<file path="src/rtl/avmm_arb_pkg.sv">
// Shared constants, tag/pick types and the round-robin search used by the
// Avalon-MM read/write arbiter.
package avmm_arb_pkg;

  localparam int N_REQ_DEF      = 4;
  localparam int ADDR_W_DEF     = 64;
  localparam int DATA_W_DEF     = 64;
  localparam int BE_W_DEF       = 8;
  localparam int RD_LATENCY_DEF = 2;

  // Indices are carried at the width needed for the largest requester count,
  // so the search and the tags are independent of N_REQ.
  localparam int N_REQ_MAX = 8;
  localparam int IDX_W     = 3;

  typedef struct packed {
    logic             valid;
    logic [IDX_W-1:0] id;
  } tag_t;

  typedef struct packed {
    logic             found;
    logic [IDX_W-1:0] index;
  } pick_t;

  // First set bit of active at or after ptr, wrapping.  Bits above N_REQ are
  // always zero, so wrapping modulo N_REQ_MAX equals wrapping modulo N_REQ.
  function automatic pick_t rr_pick(input logic [N_REQ_MAX-1:0] active,
                                    input logic [IDX_W-1:0]     ptr);
    pick_t            res;
    logic [IDX_W-1:0] idx;
    res = '0;
    for (int k = N_REQ_MAX - 1; k >= 0; k--) begin
      idx = ptr + IDX_W'(k);
      if (active[idx]) begin
        res.found = 1'b1;
        res.index = idx;
      end
    end
    return res;
  endfunction

endpackage

</file>
<file path="src/rtl/avmm_rw_arbiter_if.sv">
// Requester-side and Avalon-MM master-side signals of the read/write arbiter.
// The slave modport is the arbiter's view; master is the requesters/memory view.
interface avmm_rw_arbiter_if
  import avmm_arb_pkg::*;
#(
  parameter int N_REQ  = N_REQ_DEF,
  parameter int ADDR_W = ADDR_W_DEF,
  parameter int DATA_W = DATA_W_DEF,
  parameter int BE_W   = BE_W_DEF
);

  logic [N_REQ-1:0]        req_read;
  logic [N_REQ-1:0]        req_write;
  logic [N_REQ*ADDR_W-1:0] req_address;
  logic [N_REQ*BE_W-1:0]   req_byteenable;
  logic [N_REQ*DATA_W-1:0] req_writedata;
  logic [N_REQ-1:0]        req_grant;
  logic [N_REQ-1:0]        req_readdatavalid;
  logic [DATA_W-1:0]       req_readdata;

  logic [ADDR_W-1:0]       avmm_address;
  logic [BE_W-1:0]         avmm_byteenable;
  logic                    avmm_read;
  logic                    avmm_write;
  logic [DATA_W-1:0]       avmm_writedata;
  logic [DATA_W-1:0]       avmm_readdata;

  logic                    err_rw_conflict;

  modport slave (
    input  req_read, req_write, req_address, req_byteenable, req_writedata,
    input  avmm_readdata,
    output req_grant, req_readdatavalid, req_readdata,
    output avmm_address, avmm_byteenable, avmm_read, avmm_write, avmm_writedata,
    output err_rw_conflict
  );

  modport master (
    output req_read, req_write, req_address, req_byteenable, req_writedata,
    output avmm_readdata,
    input  req_grant, req_readdatavalid, req_readdata,
    input  avmm_address, avmm_byteenable, avmm_read, avmm_write, avmm_writedata,
    input  err_rw_conflict
  );

endinterface

</file>
<file path="src/rtl/avmm_rd_tag_pipe.sv">
// Fixed-depth shift register of {valid, id} read tags; the last stage lines up
// with the cycle in which the master returns read data.
module avmm_rd_tag_pipe #(
  parameter int DEPTH = 3,
  parameter int ID_W  = 3
) (
  input  logic            clock,
  input  logic            reset,
  input  logic            push_valid,
  input  logic [ID_W-1:0] push_id,
  output logic            out_valid,
  output logic [ID_W-1:0] out_id
);

  logic [DEPTH-1:0] valid_reg;
  logic [ID_W-1:0]  id_reg [DEPTH];

  generate
    for (genvar gi = 0; gi < DEPTH; gi++) begin : g_stage
      if (gi == 0) begin : g_head
        always_ff @(posedge clock or posedge reset) begin
          if (reset) begin
            valid_reg[gi] <= 1'b0;
            id_reg[gi]    <= '0;
          end else begin
            valid_reg[gi] <= push_valid;
            id_reg[gi]    <= push_id;
          end
        end
      end else begin : g_body
        always_ff @(posedge clock or posedge reset) begin
          if (reset) begin
            valid_reg[gi] <= 1'b0;
            id_reg[gi]    <= '0;
          end else begin
            valid_reg[gi] <= valid_reg[gi-1];
            id_reg[gi]    <= id_reg[gi-1];
          end
        end
      end
    end
  endgenerate

  assign out_valid = valid_reg[DEPTH-1];
  assign out_id    = id_reg[DEPTH-1];

endmodule

</file>
<file path="src/rtl/avmm_rw_arbiter.sv">
// Round-robin arbiter sharing one fixed-latency Avalon-MM read/write master
// among N_REQ requesters, with tagged routing of returning read data.
module avmm_rw_arbiter
  import avmm_arb_pkg::*;
#(
  parameter int N_REQ      = N_REQ_DEF,
  parameter int ADDR_W     = ADDR_W_DEF,
  parameter int DATA_W     = DATA_W_DEF,
  parameter int BE_W       = BE_W_DEF,
  parameter int RD_LATENCY = RD_LATENCY_DEF
) (
  input logic               clock,
  input logic               reset,
  avmm_rw_arbiter_if.slave  bus
);

  logic [N_REQ-1:0]     active;
  logic [N_REQ_MAX-1:0] active_pad;
  pick_t                pick;

  logic [IDX_W-1:0]  rr_ptr_reg;
  logic [IDX_W-1:0]  rr_ptr_next;

  logic [ADDR_W-1:0] sel_address;
  logic [BE_W-1:0]   sel_byteenable;
  logic [DATA_W-1:0] sel_writedata;
  logic              sel_read;
  logic              sel_write;
  logic              issue_read;
  logic              issue_write;
  logic              conflict;

  logic [ADDR_W-1:0] avmm_address_reg;
  logic [BE_W-1:0]   avmm_byteenable_reg;
  logic              avmm_read_reg;
  logic              avmm_write_reg;
  logic [DATA_W-1:0] avmm_writedata_reg;
  logic              err_rw_conflict_reg;

  tag_t              push_tag;
  tag_t              out_tag;

  assign active = bus.req_read | bus.req_write;

  always_comb begin
    active_pad             = '0;
    active_pad[N_REQ-1:0]  = active;
    pick                   = rr_pick(active_pad, rr_ptr_reg);
  end

  generate
    for (genvar gi = 0; gi < N_REQ; gi++) begin : g_grant
      assign bus.req_grant[gi] = pick.found && (pick.index == IDX_W'(gi));
    end
  endgenerate

  // Command fields of the winning slice.
  always_comb begin
    sel_address    = '0;
    sel_byteenable = '0;
    sel_writedata  = '0;
    sel_read       = 1'b0;
    sel_write      = 1'b0;
    for (int i = 0; i < N_REQ; i++) begin
      if (pick.index == IDX_W'(i)) begin
        sel_address    = bus.req_address[i*ADDR_W +: ADDR_W];
        sel_byteenable = bus.req_byteenable[i*BE_W +: BE_W];
        sel_writedata  = bus.req_writedata[i*DATA_W +: DATA_W];
        sel_read       = bus.req_read[i];
        sel_write      = bus.req_write[i];
      end
    end
  end

  // A simultaneous read+write resolves to the write; the read is dropped.
  assign issue_write = pick.found & sel_write;
  assign issue_read  = pick.found & sel_read & ~sel_write;
  assign conflict    = pick.found & sel_read & sel_write;

  always_comb begin
    rr_ptr_next = rr_ptr_reg;
    if (pick.found) begin
      if (pick.index == IDX_W'(N_REQ - 1)) begin
        rr_ptr_next = '0;
      end else begin
        rr_ptr_next = pick.index + IDX_W'(1);
      end
    end
  end

  always_ff @(posedge clock or posedge reset) begin
    if (reset) begin
      rr_ptr_reg          <= '0;
      avmm_address_reg    <= '0;
      avmm_byteenable_reg <= '0;
      avmm_read_reg       <= 1'b0;
      avmm_write_reg      <= 1'b0;
      avmm_writedata_reg  <= '0;
      err_rw_conflict_reg <= 1'b0;
    end else begin
      rr_ptr_reg     <= rr_ptr_next;
      avmm_read_reg  <= issue_read;
      avmm_write_reg <= issue_write;
      if (pick.found) begin
        avmm_address_reg    <= sel_address;
        avmm_byteenable_reg <= sel_byteenable;
        avmm_writedata_reg  <= sel_writedata;
      end
      if (conflict) begin
        err_rw_conflict_reg <= 1'b1;
      end
    end
  end

  always_comb begin
    push_tag       = '0;
    push_tag.valid = issue_read;
    push_tag.id    = pick.index;
  end

  // One stage for the command register plus RD_LATENCY stages of master latency.
  avmm_rd_tag_pipe #(
    .DEPTH (RD_LATENCY + 1),
    .ID_W  (IDX_W)
  ) u_tag_pipe (
    .clock      (clock),
    .reset      (reset),
    .push_valid (push_tag.valid),
    .push_id    (push_tag.id),
    .out_valid  (out_tag.valid),
    .out_id     (out_tag.id)
  );

  generate
    for (genvar gi = 0; gi < N_REQ; gi++) begin : g_rdv
      assign bus.req_readdatavalid[gi] = out_tag.valid && (out_tag.id == IDX_W'(gi));
    end
  endgenerate

  assign bus.req_readdata    = bus.avmm_readdata;
  assign bus.avmm_address    = avmm_address_reg;
  assign bus.avmm_byteenable = avmm_byteenable_reg;
  assign bus.avmm_read       = avmm_read_reg;
  assign bus.avmm_write      = avmm_write_reg;
  assign bus.avmm_writedata  = avmm_writedata_reg;
  assign bus.err_rw_conflict = err_rw_conflict_reg;

endmodule

</file>
<file path="src/flat_wrapper.sv">
// flat-port wrapper written by rule: the top's interface ports become plain ports
module avmm_rw_arbiter_flat import avmm_arb_pkg::*;
#(
  parameter int N_REQ      = N_REQ_DEF,
  parameter int ADDR_W     = ADDR_W_DEF,
  parameter int DATA_W     = DATA_W_DEF,
  parameter int BE_W       = BE_W_DEF,
  parameter int RD_LATENCY = RD_LATENCY_DEF
)
  (clock, reset, bus_req_read, bus_req_write, bus_req_address, bus_req_byteenable, bus_req_writedata, bus_avmm_readdata, bus_req_grant, bus_req_readdatavalid, bus_req_readdata, bus_avmm_address, bus_avmm_byteenable, bus_avmm_read, bus_avmm_write, bus_avmm_writedata, bus_err_rw_conflict);
  avmm_rw_arbiter_if #(.N_REQ(N_REQ), .ADDR_W(ADDR_W), .DATA_W(DATA_W), .BE_W(BE_W)) bus_i ();
  input logic clock;
  input logic reset;
  input wire logic [$bits(bus_i.req_read)-1:0] bus_req_read;
  input wire logic [$bits(bus_i.req_write)-1:0] bus_req_write;
  input wire logic [$bits(bus_i.req_address)-1:0] bus_req_address;
  input wire logic [$bits(bus_i.req_byteenable)-1:0] bus_req_byteenable;
  input wire logic [$bits(bus_i.req_writedata)-1:0] bus_req_writedata;
  input wire logic [$bits(bus_i.avmm_readdata)-1:0] bus_avmm_readdata;
  output wire logic [$bits(bus_i.req_grant)-1:0] bus_req_grant;
  output wire logic [$bits(bus_i.req_readdatavalid)-1:0] bus_req_readdatavalid;
  output wire logic [$bits(bus_i.req_readdata)-1:0] bus_req_readdata;
  output wire logic [$bits(bus_i.avmm_address)-1:0] bus_avmm_address;
  output wire logic [$bits(bus_i.avmm_byteenable)-1:0] bus_avmm_byteenable;
  output wire logic [$bits(bus_i.avmm_read)-1:0] bus_avmm_read;
  output wire logic [$bits(bus_i.avmm_write)-1:0] bus_avmm_write;
  output wire logic [$bits(bus_i.avmm_writedata)-1:0] bus_avmm_writedata;
  output wire logic [$bits(bus_i.err_rw_conflict)-1:0] bus_err_rw_conflict;
  assign bus_i.req_read = bus_req_read;
  assign bus_i.req_write = bus_req_write;
  assign bus_i.req_address = bus_req_address;
  assign bus_i.req_byteenable = bus_req_byteenable;
  assign bus_i.req_writedata = bus_req_writedata;
  assign bus_i.avmm_readdata = bus_avmm_readdata;
  assign bus_req_grant = bus_i.req_grant;
  assign bus_req_readdatavalid = bus_i.req_readdatavalid;
  assign bus_req_readdata = bus_i.req_readdata;
  assign bus_avmm_address = bus_i.avmm_address;
  assign bus_avmm_byteenable = bus_i.avmm_byteenable;
  assign bus_avmm_read = bus_i.avmm_read;
  assign bus_avmm_write = bus_i.avmm_write;
  assign bus_avmm_writedata = bus_i.avmm_writedata;
  assign bus_err_rw_conflict = bus_i.err_rw_conflict;
  avmm_rw_arbiter #(.N_REQ(N_REQ), .ADDR_W(ADDR_W), .DATA_W(DATA_W), .BE_W(BE_W), .RD_LATENCY(RD_LATENCY)) u_core (.clock(clock), .reset(reset), .bus(bus_i));
endmodule
</file>
<file path="config.mk">
export PLATFORM = sky130hd
export DESIGN_NAME = avmm_rw_arbiter_flat
export DESIGN_NICKNAME = d
export VERILOG_FILES = /design/src/rtl/avmm_arb_pkg.sv /design/src/rtl/avmm_rw_arbiter_if.sv /design/src/rtl/avmm_rd_tag_pipe.sv /design/src/rtl/avmm_rw_arbiter.sv /design/src/flat_wrapper.sv
export SDC_FILE = /design/constraint.sdc
export NUM_CORES = 1
export LEC_CHECK = 0
export ABC_AREA = 1
export CORE_AREA = 2 2 326 328
export CTS_CLUSTER_SIZE = 40
export DETAILED_ROUTE_END_ITERATION = 8
export DIE_AREA = 0 0 328 330
export SYNTH_ARGS = -nofsm -noshare
export SYNTH_HDL_FRONTEND = slang
export SYNTH_SLANG_ARGS = --single-unit
</file>
<file path="constraint.sdc">
create_clock -name clock -period 5.6 [get_ports clock]
set_clock_uncertainty 0.05 [all_clocks]
set_input_delay 0.84 -clock clock [delete_from_list [all_inputs] [get_ports clock]]
set_output_delay 0.84 -clock clock [all_outputs]
set_load 0.05 [all_outputs]
</file>
* Word-level counts from Yosys, hierarchy flattened
Cells that the tools add are included.
** Word-level totals
- Input port bits :: 618
- Logic and storage cells :: 95
- Output and inout port bits :: 211
- Register bits after elaboration :: 153
** Operators by class
- Muxes and demuxes :: 45
- Reductions and logical operators :: 10
- Equal/unequal tests :: 6
- Bitwise gates (word level) :: 6
- Magnitude comparators :: 8
- Add/subtract/negate cells :: 8
** Operators with widths (number)
- $mux W64 :: 8
- $lt A3 B4 Y1 const B :: 8
- $mux W4 :: 8
- $mux W8 :: 4
- $bmux W1 S3 :: 8
- $mux W1 :: 16
- $add A3 B3 Y3 const B :: 4
- $eq A3 B2 Y1 const B :: 4
- $logic_and A1 B1 Y1 :: 8
- $add A3 B1 Y3 const B :: 2
- $add A3 B2 Y3 const B :: 2
- $eq A3 B1 Y1 const B :: 2
- $logic_not A3 Y1 :: 2
- $and A1 B1 Y1 :: 4
- $or A4 B4 Y4 :: 1
- $mux W3 :: 1
- $not A1 Y1 :: 1

* Logic depth before layout (Yosys ltp)
- Word-level depth :: 18
- Mapped depth :: 24
- Depth with buffers taken out :: 22

* Hierarchy
Synthesis repeated with hierarchy kept, for this count alone.
** Second synthesis, totals
- Cells, all modules :: 1427
- Area, all modules :: 10303.6 um^2
** By module, submodules not included
- avmm_rw_arbiter :: cells each 1411, area an instance 9977.1 um^2, instances 1
- avmm_rd_tag_pipe :: cells each 16, area an instance 326.6 um^2, instances 1

* Worst setup path after synthesis
No wires, ideal clock.
- Path kind :: in2out
- From :: in bus_req_write[1]
- To :: out bus_req_grant[0]
- Required time :: 4.710 ns
- Stages :: 18
- Slack :: 1.527 ns
- Buffers on the path :: 2
- Data arrival time :: 3.183 ns
- Path through :: nor2_1 > nand2_1 > nand3_1 > nand2_1 > nand2_1 > nand2_1 > nand3_1 > nand2_1 > nand2_1 > nand2_1 > nand2_1 > nand2_1 > inv_1 > ha_1 > buf_2 > buf_1 > inv_1 > nor2_1
** RTL lines
- start: declaration :: RTL line flat_wrapper.sv:15 : input wire logic [$bits(bus_i.req_write)-1:0] bus_req_write;
- end: declaration :: RTL line flat_wrapper.sv:20 : output wire logic [$bits(bus_i.req_grant)-1:0] bus_req_grant;

==> reports/metrics.cfg <==
[synthesis]
synth_simple_gate_area_share_pct=25.1
synth.avg_cell_area_um2=7.20
ys_types=28
synth_top_family_by_area=simple AND/OR/NAND/NOR gates
muxShareOfSynthArea_pct=0
synth_warnings=0
synth_compound_gate_area_share_pct=24.1
yosys.area_share.adder_pct=0.733
ys_seq_area_share_pct=37.4
syn_nets=2046
ys_async_sr_fraction_pct=100
synth_edf_count=0
ys_ff_latch=153
synth_cells=1422
netlist_area_um2=10200
synthXorXnorAreaFrac_pct=0.257
synth_flop_cell=dfrtp_1

[setup_path]
r2r_setup_slack_ns=1.54
crit_fanout=9
crit_path_start_kind=register
required_ns=4.71
rr_worst_depth=20
crit_type=reg -> out
timing.rr.end=u_core.bus.avmm_address[19]
rr_startpoint=u_core.rr_ptr_reg[0]
crit_path_end_kind=output port
worst_ep_arrival_time_ns=3.99

[route]
drc=0
routedWlPerCell_um=18.8
drt-total-wl_mm=63.7
via_count=12700
firstDrtPassIters=7
antenna_left=0
via_per_inst=3.75
dr.first_iter.drc_count=775

[clock_network]
cts_tree=built
numCtsBuffers=17
post_cts_buffers=0
clk_pin_slew_worst_paths_ns=0.07
post_cts_resized=0
cts_hold_buf=0
insertion_delay_ns=0.51
clock_sinks=153
clockBufferDepth=2
htree_levels=4
root_buffer=clkbuf_16

[worst_hold_path]
whs_path_depth=0
hp-class=reg -> reg
min_from=u_core.u_tag_pipe.id_reg[5]
min_to=u_core.u_tag_pipe.out_id[2]

[layout]
fillerInstances=11900
drive_above_1_share_pct=3.86
final_cells=3387
utilization_pct=18.0
area_growth_pct=83.9
nets=2606

[pwr]
pwr_density_cell_nw_per_um2=770
peakVddDrop_uv=855
power_mw=14.5
leakage_nw=6.97

[placed_design]
place_ws_ns=0.822
place_congestion=0.886
io_buffers=700
dpl.hpwl_mm=47.7
dp_cells=3354

[job]
drv_cap=0

[sta]
slew_headroom_pct=38.6
max_freq_mhz=205
setup_tns_ns=0
post-route-period-util_pct=87.1
tightest_slew_ns=0.921
timing.final.ws_setup_ns=0.724
setup_viol=0
slew_violations=0
hold_viol_final=0
rsz0062_at_grt=no
fin_crit_ns=4.88

[global_route]
grt_pass1_vias=12500
globalRouteTotalUtil_pct=11.2
grt_overflow=0
antenna_found_initial=9
grt_pass1_wl_mm=87.2
grt_start_max_net_pins=138

[floorplan]
rows=119
initial_utilization_pct=9.78
coreArea_um2=105000
die_h_um=330
pin_count=829
die-area_um2=108000
die_w_um=328

[run_status]
status=complete, no violations

critical path: stages (launching register included):
cell	delay, ns
dfrtp_1	0.58
clkinv_4	0.12
ha_1	0.44
inv_1	0.13
nand2_1	0.09
nand2_1	0.07
nor2_1	0.13
nand2_1	0.06
nand3_1	0.07
nand2_1	0.05
nand2_1	0.07
nand2_1	0.05
nand2_1	0.07
nand2_1	0.16
inv_1	0.20
ha_4	0.19
inv_4	0.05
nor2_1	0.10
clkdlybuf4s50_1	0.87
through the flow:
step | hold slack [ns] | area (µm²)
3_3_place_gp | 0.282 | 18200
3_5_place_dp | 0.286 | 18200
4_1_cts | 0.293 | 18800
2_1_floorplan | 0.281 | 10200
5_1_grt | 0.300 | 18800
6_report | 0.296 | 18800
cells in the mapped netlist (all sizes together), types with 2 or more instances:
library cell  number  area [µm²]
nand2            459        1730
dfrtp            153        3830
buf              146        1020
nand3            146         743
a21oi            142         711
o21ai            138         691
o211ai           136        1020
clkbuf            40         150
inv               23        86.3
nor2              17        71.3
ha                 6        75.1
nor3               5        25.0
xor2               3        26.3
o21a               2        15.0
final cells by class:
type	count	area, µm²	share of cell area (%)
Tap cell	1391	1740	9.24
Timing Repair Buffer	727	7330	38.9
Antenna cell	1	2.50	0.0133
Clock buffer	19	453	2.41
Sequential cell	153	3830	20.3
Clock inverter	13	168	0.890
Inverter	24	118	0.625
Multi-Input combinational cell	1059	5190	27.6
layout by cell type (no fill, tap or decap), types with 2 or more instances in the layout:
cell type / synthesis / final
clkinvlp_4: 0 / 5
ha_1: 6 / 3
inv_6: 0 / 4
clkinv_4: 1 / 3
nand3_1: 145 / 145
clkbuf_8: 0 / 2
buf_4: 69 / 19
inv_4: 0 / 2
o21ai_1: 3 / 3
clkbuf_16: 0 / 17
inv_2: 5 / 2
bufinv_16: 0 / 3
o211ai_1: 136 / 136
nor3_1: 5 / 5
inv_1: 18 / 16
clkdlybuf4s50_1: 0 / 698
o21a_1: 2 / 2
nand2_2: 3 / 2
buf_12: 0 / 10
nand2_1: 456 / 456
dfrtp_1: 153 / 153
o21ai_0: 135 / 135
ha_4: 0 / 3
xor2_1: 3 / 3
a21oi_1: 142 / 142
nor2_1: 16 / 16
layer usage:
layer  GRT usage [%]  wire length, µm
met4            6.23             2740
met3            4.22             6280
met2            17.2            28600
met5               0               13
met1            13.5            26000
where the power goes:
group          total, mW  internal, mW  switching, mW
clock network       1.31         0.727          0.588
registers           2.12          1.76          0.356
logic               11.1          3.64           7.42
worst max path at each step:
| stage | from | slack (ns) | to | depth (start not counted) |
|---|---|---|---|---|
| CTS | u_core.rr_ptr_reg[0] | 0.63 | bus_req_grant[2] | 18 |
| global route | u_core.rr_ptr_reg[0] | 0.39 | bus_req_grant[2] | 18 |
| detailed placement | bus_req_write[1] | 0.82 | bus_req_grant[2] | 18 |
| global placement | bus_req_write[3] | 0.83 | bus_req_grant[2] | 18 |
| finish | u_core.rr_ptr_reg[0] | 0.72 | bus_req_grant[2] | 18 |
| floorplan | reset | 0.59 | u_core.bus.avmm_address[0] | 1 |
kinds of logic (layout without fill, tap and decap cells):
family,after synthesis,after routing
AOI/OAI and AO/OA,422,422
other,1,2
xor gates and xnor gates,3,3
adders and majority gates,6,6
DFF,153,153
buffers and inverters,210,783
and+or+nand+nor,627,627
No activity file was read; power rests on OpenSTA's default activity.
